File: config.mk
export PLATFORM = sky130hd
export DESIGN_NAME = input_debouncer
export DESIGN_NICKNAME = d
export VERILOG_FILES = /design/src/rtl/input_debouncer.sv
export SDC_FILE = /design/constraint.sdc
export NUM_CORES = 1
export LEC_CHECK = 0
export CAP_MARGIN = 20
export CORE_MARGIN = 2
export CORE_UTILIZATION = 30
export DETAILED_ROUTE_END_ITERATION = 10
export GPL_TIMING_DRIVEN = 1
export SLEW_MARGIN = 20
export SYNTH_ARGS = -nofsm -noshare
export SYNTH_HDL_FRONTEND = slang
export SYNTH_SLANG_ARGS = --single-unit
File: constraint.sdc
create_clock -name clk -period 1.8 [get_ports clk]
set_input_delay 0.36 -clock clk [delete_from_list [all_inputs] [get_ports clk]]
set_output_delay 0.36 -clock clk [all_outputs]
set_load 0.05 [all_outputs]
File: src/rtl/input_debouncer.sv
// input_debouncer
// Turns a raw, bouncy, asynchronous level (button, jumper, external flag)
// into a clean synchronous level plus one-cycle rise/fall strobes.
// A new level is accepted only after 2^BITS consecutive synchronized
// samples that disagree with the current level. Any agreeing sample in
// between restarts the window from scratch.
// Optional build macro DEBOUNCE_REPEAT_EN adds an auto-repeat strobe (rpt)
// while the level is held high. Without it, rpt is tied low.
// The port list is the same in both builds.
module input_debouncer #(
  parameter int BITS        = 20,
  parameter int SYNC_STAGES = 2,
  parameter int REPEAT_BITS = 22
) (
  input  logic clk,
  input  logic reset,
  input  logic in,
  output logic level,
  output logic rise,
  output logic fall,
  output logic rpt
);

  // Reject parameter values the structure below cannot support.
  if (SYNC_STAGES < 2 || SYNC_STAGES > 4) begin : g_bad_sync_stages
    $error("input_debouncer: SYNC_STAGES must be 2..4");
  end
  if (BITS < 1) begin : g_bad_bits
    $error("input_debouncer: BITS must be at least 1");
  end
  if (REPEAT_BITS < 1) begin : g_bad_repeat_bits
    $error("input_debouncer: REPEAT_BITS must be at least 1");
  end

  typedef enum logic {
    STABLE  = 1'b0,
    PENDING = 1'b1
  } state_t;

  logic [SYNC_STAGES-1:0] sync_q;
  logic                   s;

  state_t                 state_q, state_d;
  logic [BITS-1:0]        cnt_q, cnt_d;
  logic                   level_q, level_d;
  logic                   rise_q, rise_d;
  logic                   fall_q, fall_d;

  // Synchronizer chain: nothing else looks at the raw input.
  always_ff @(posedge clk or posedge reset) begin
    if (reset) begin
      sync_q <= '0;
    end else begin
      sync_q <= {sync_q[SYNC_STAGES-2:0], in};
    end
  end

  assign s = sync_q[SYNC_STAGES-1];

  // FSM state, window counter, debounced level and strobe registers.
  always_ff @(posedge clk or posedge reset) begin
    if (reset) begin
      state_q <= STABLE;
      cnt_q   <= '0;
      level_q <= 1'b0;
      rise_q  <= 1'b0;
      fall_q  <= 1'b0;
    end else begin
      state_q <= state_d;
      cnt_q   <= cnt_d;
      level_q <= level_d;
      rise_q  <= rise_d;
      fall_q  <= fall_d;
    end
  end

  // Next state: the first mismatching sample opens the window. A matching
  // sample closes it without an event. The sample taken at an all-ones
  // count commits the new level, so the counter never wraps.
  always_comb begin
    state_d = state_q;
    cnt_d   = cnt_q;
    level_d = level_q;
    rise_d  = 1'b0;
    fall_d  = 1'b0;
    unique case (state_q)
      STABLE: begin
        if (s != level_q) begin
          state_d = PENDING;
          cnt_d   = BITS'(1);
        end else begin
          cnt_d   = '0;
        end
      end
      PENDING: begin
        if (s == level_q) begin
          state_d = STABLE;
          cnt_d   = '0;
        end else if (&cnt_q) begin
          state_d = STABLE;
          cnt_d   = '0;
          level_d = s;
          rise_d  = s;
          fall_d  = ~s;
        end else begin
          cnt_d   = cnt_q + BITS'(1);
        end
      end
      default: begin
        state_d = STABLE;
        cnt_d   = '0;
      end
    endcase
  end

  assign level = level_q;
  assign rise  = rise_q;
  assign fall  = fall_q;

`ifdef DEBOUNCE_REPEAT_EN
  logic [REPEAT_BITS-1:0] rcnt_q, rcnt_d;
  logic                   rpt_q, rpt_d;

  // Repeat counter: held at zero while the level is low, so it starts at
  // zero on the rise edge. It then free-runs while the level is high. The
  // wrap from all-ones fires rpt, except on the edge that commits a fall.
  always_comb begin
    rcnt_d = '0;
    rpt_d  = 1'b0;
    if (level_q) begin
      rcnt_d = rcnt_q + REPEAT_BITS'(1);
      rpt_d  = (&rcnt_q) & ~fall_d;
    end
  end

  // Repeat counter and strobe registers.
  always_ff @(posedge clk or posedge reset) begin
    if (reset) begin
      rcnt_q <= '0;
      rpt_q  <= 1'b0;
    end else begin
      rcnt_q <= rcnt_d;
      rpt_q  <= rpt_d;
    end
  end

  assign rpt = rpt_q;
`else
  assign rpt = 1'b0;
`endif

endmodule

* Word level (Yosys, flattened, before mapping)
Cells that the tools add are included.
** Storage, ports and cells
- Register bits :: 26
- Bits of input ports :: 3
** Operators by class
- Add/sub/neg operators :: 1
- Eq/ne operators :: 2
- Muxes and demuxes :: 14
- Bitwise logic cells :: 3
- Reductions and logical operators :: 2
** Operators by type and width (count)
- two-way mux 20 bit :: 2
- case mux 20 bit (2 select lines) :: 1
- AND reduction 22 bit :: 1
- adder 20 x 1 -> 20 bit, second input constant :: 1
- AND reduction 20 bit :: 1
- two-way mux 1 bit :: 10
- NOT 1 bit :: 3
- case mux 1 bit (2 select lines) :: 1
- == test 1 bit :: 1
- inequality test 1 bit :: 1

* Logic depth before layout (Yosys ltp)
- Depth after elaboration :: 4
- Depth in mapped cells :: 6
- Gate-level depth less buffers :: 5

* Worst setup path before layout
Ideal clock, no wire load.
- Path type :: register -> register
- From :: register cnt_q[2]
- To :: register cnt_q[19]
- Data arrival time :: 1.771 ns
- Setup slack :: -0.053 ns
- Cell stages (with the launch flop) :: 6
- Cell sequence :: dfrtp_1 nand4_4 or4_1 buf_2 or4_1 a31oi_1
** Between the ends
- Word-level cells in the longest chain between the ends :: 4
** Ends and longest elaborated chain
- from (decl) :: line 44 : logic [BITS-1:0] cnt_q, cnt_d;
- from (signal assigned) :: line 70 : cnt_q <= cnt_d;
- adder 20 x 1 -> 20 bit / AND reduction 20 bit (equally long branches) :: line 106, 99
- two-way mux 20 bit (*) :: line 99 : end else if (&cnt_q) begin
- two-way mux 20 bit (*) :: line 96 : if (s == level_q) begin
- case mux 20 bit (2 select lines) (*) :: line 86 : unique case (state_q)
- named net cnt_d[19] :: line 44
Mark *: on every way through the listed nets, which the timed path passes. The rest lies on a longest branch.
A chain may end at the register's enable or synchronous reset.

* Final worst setup path
- From :: register cnt_q[10]
- To :: register cnt_q[19]
Same word-level chain as after synthesis.

==> results.json <==
{
  "synth_area_um2": 1200,
  "finalCritPeriodShare_pct": 99.4,
  "drt_first_iter_violations": 19,
  "die_area_um2": 4530,
  "core_area_um2": 3940,
  "crit_slowest_cell": "or4_4",
  "fill_cells": 364,
  "most-common-layout-cells": "26 x dfrtp_1, 25 x buf_4, 17 x nor2_1, 9 x xnor2_1",
  "instances_no_fill": 200,
  "wl_um": 2470,
  "nets": 155,
  "globalRouteTotalUtil_pct": 12.3,
  "hold_class": "reg -> reg",
  "path_max_fanout": 8,
  "layout_commonest_cell": "dfrtp_1",
  "route.antenna.remaining_nets": 0,
  "required_ns": 2.00,
  "slew_violations": 0,
  "peakVddDrop_mv": 0.338,
  "place.gp.congestion": 0.746,
  "drt-pass1-iter-count": 4,
  "vias": 945,
  "synth-seq-cells": 26,
  "hold_path_end": "sync_q[1]",
  "startpoint_type": "flop",
  "dp_cells": 189,
  "insertion_delay_ns": 0.27,
  "p_leak_nw": 0.674,
  "r2r_start": "cnt_q[10]",
  "cts_buffer_depth": 2,
  "grt_pass1_wl_um": 4110,
  "globalRouteOverflowTotal": 0,
  "antenna_found_initial": 0,
  "synth_nets": 125,
  "place_hpwl_um": 1680,
  "r2r-end": "cnt_q[19]",
  "crit_chain": "nand2_1 > or4_4 > or4_4 > a31oi_1",
  "rows": 23,
  "viasPerCell": 4.73,
  "wl_per_cell_um": 12.3,
  "yosysWarnings": 0,
  "arrival_ns": 1.98,
  "rrSetupSlack_ns": 0.01,
  "cap_violations": 0,
  "hold_viol_final": 0,
  "diodes": 0,
  "grt_pass1_vias": 930,
  "cts.sinks": 26,
  "initial_core_util_pct": 30.5,
  "cts_max_level": 1,
  "cts_hold_buffers": 0,
  "grt_max_degree": 27,
  "setup.worst_path.class": "reg -> reg",
  "avgSynthCellArea_um2": 9.95,
  "setup_viol": 0,
  "end_kind": "flop",
  "cts_root_buf": "clkbuf_8",
  "die_w_um": 67.3,
  "min_from": "sync_q[0]",
  "io_pins": 7,
  "skew_ns": 0.00552,
  "rsz0062_at_grt": "true",
  "finalWorstSetupSlack_ns": 0.0112,
  "layout-drive-gt1-share_pct": 30.0,
  "synthDistinctLibCells": 28,
  "path_buf_inv": 0,
  "crit_family": "simple AND/OR/NAND/NOR gates",
  "numPortBuffers": 5,
  "syn_to_final_growth_pct": 32.4,
  "period_needed_ns": 1.79,
  "pre_cts_slack_ns": -0.0392,
  "drc_errors": 0,
  "cts-buffers-inserted": 3,
  "cpPeakStageDelay_ns": 0.61,
  "netlist_instances": 121,
  "status": "finished clean",
  "cts_tree": "yes",
  "synth-seq-area-share_pct": 54.1,
  "crit_path_frequent_cell": "or4_4",
  "r2r_cells": 4,
  "power_density_nw_per_um2": 684,
  "min_path_cells": 0,
  "path_clk_slew_ns": 0.09,
  "fmax_mhz": 559,
  "die_h_um": 67.3
}
==> stage by stage <==
stage | instance area (um2) | util (%) | hold WS [ns] | total power [mW] | TNS [ns]
finish | 1590 | 40.4 | 0.356 | 1.09 | 0
CTS | 1490 | 37.8 | 0.360 | 1.08 | 0
floorplan | 1210 | - | 0.331 | 0.662 | 0
global placement | 1420 | 36.0 | 0.335 | 0.695 | -0.0286
detailed placement | 1420 | 36.0 | 0.339 | 0.697 | -0.185
global route | 1590 | 40.4 | 0.363 | 1.14 | -0.201
==> power breakdown <==
group          internal, mW  total, mW  switching, mW
Clock                 0.196      0.377          0.181
Sequential            0.595      0.603        0.00830
Combinational        0.0533      0.109         0.0562
Total                 0.844       1.09          0.246
==> cells in the mapped netlist (all sizes together) <==
cell type,count,area share (%)
or3,7,3.9
nand2,6,1.9
a31o,1,0.73
nor4,2,1.0
o22ai,1,0.52
nand2b,1,0.52
nand4,4,3.3
xnor2,9,6.5
conb,1,0.31
inv,7,2.2
nor3,3,1.2
nand3,7,2.9
or4,4,2.5
a21oi,6,2.5
o21ai,7,2.9
mux2,1,0.94
nor2b,1,0.52
ha,1,1.0
nor2,17,5.3
buf,3,1.5
xor2,3,2.2
dfrtp,26,54
a31oi,1,0.52
clkbuf,1,0.31
o31ai,1,0.62
==> flip-flops by register name, indices dropped and copies added (netlist names) <==
signal,cells
cnt_q,20
sync_q,2
fall,1
level,1
rise,1
state_q,1
==> metal layers <==
metal	GRT usage (%)	up-vias	share of wire, %
li1	-	471	-
met1	14.3	463	45
met2	21.4	6	51
met3	2.50	5	1.6
met4	6.12	0	1.9
met5	0	-	0
==> logic make-up (layout without fill, tap and decap cells) <==
logic type      count (synthesis)  count (layout)  share of synthesized area (%)
flops                          26              26                           54.1
mux                             1               1                          0.935
compound gates                 17              17                           7.80
simple gates                   52              52                           23.2
other cells                     1               1                          0.312
fa+ha+maj                       1               1                           1.04
buf+inv                        11              40                           3.95
xor+xnor                       12              12                           8.73
==> worst max path at each step <==
stage / cells past startpoint / slack [ns] / start / end
final: 4 / 0.01 / cnt_q[10] / cnt_q[19]
after global routing: 5 / -0.06 / cnt_q[0] / cnt_q[19]
after CTS: 4 / 0.03 / cnt_q[9] / cnt_q[13]
after detailed placement: 4 / -0.04 / cnt_q[9] / cnt_q[13]
after global placement: 4 / -0.02 / cnt_q[9] / cnt_q[19]
after floorplan: 6 / 0.003 / cnt_q[0] / cnt_q[16]
==> cell type report <==
cell class	count	area, um2	area share (%)
clock buffer	4	55.1	3.45
timing repair buffer	29	248	15.5
multi-input combinational	84	552	34.6
inverter	7	26.3	1.65
sequential	26	651	40.8
tap	50	62.6	3.92
==> what timing repair did <==
action                     in CTS  in global routing
gates resized for setup         3                  5
setup endpoints to repair       9                  9
cloned                          0                  0
pin swaps                       0                  2
setup buffers                   0                  7
Note: power is estimated with default switching activity, not from simulation.
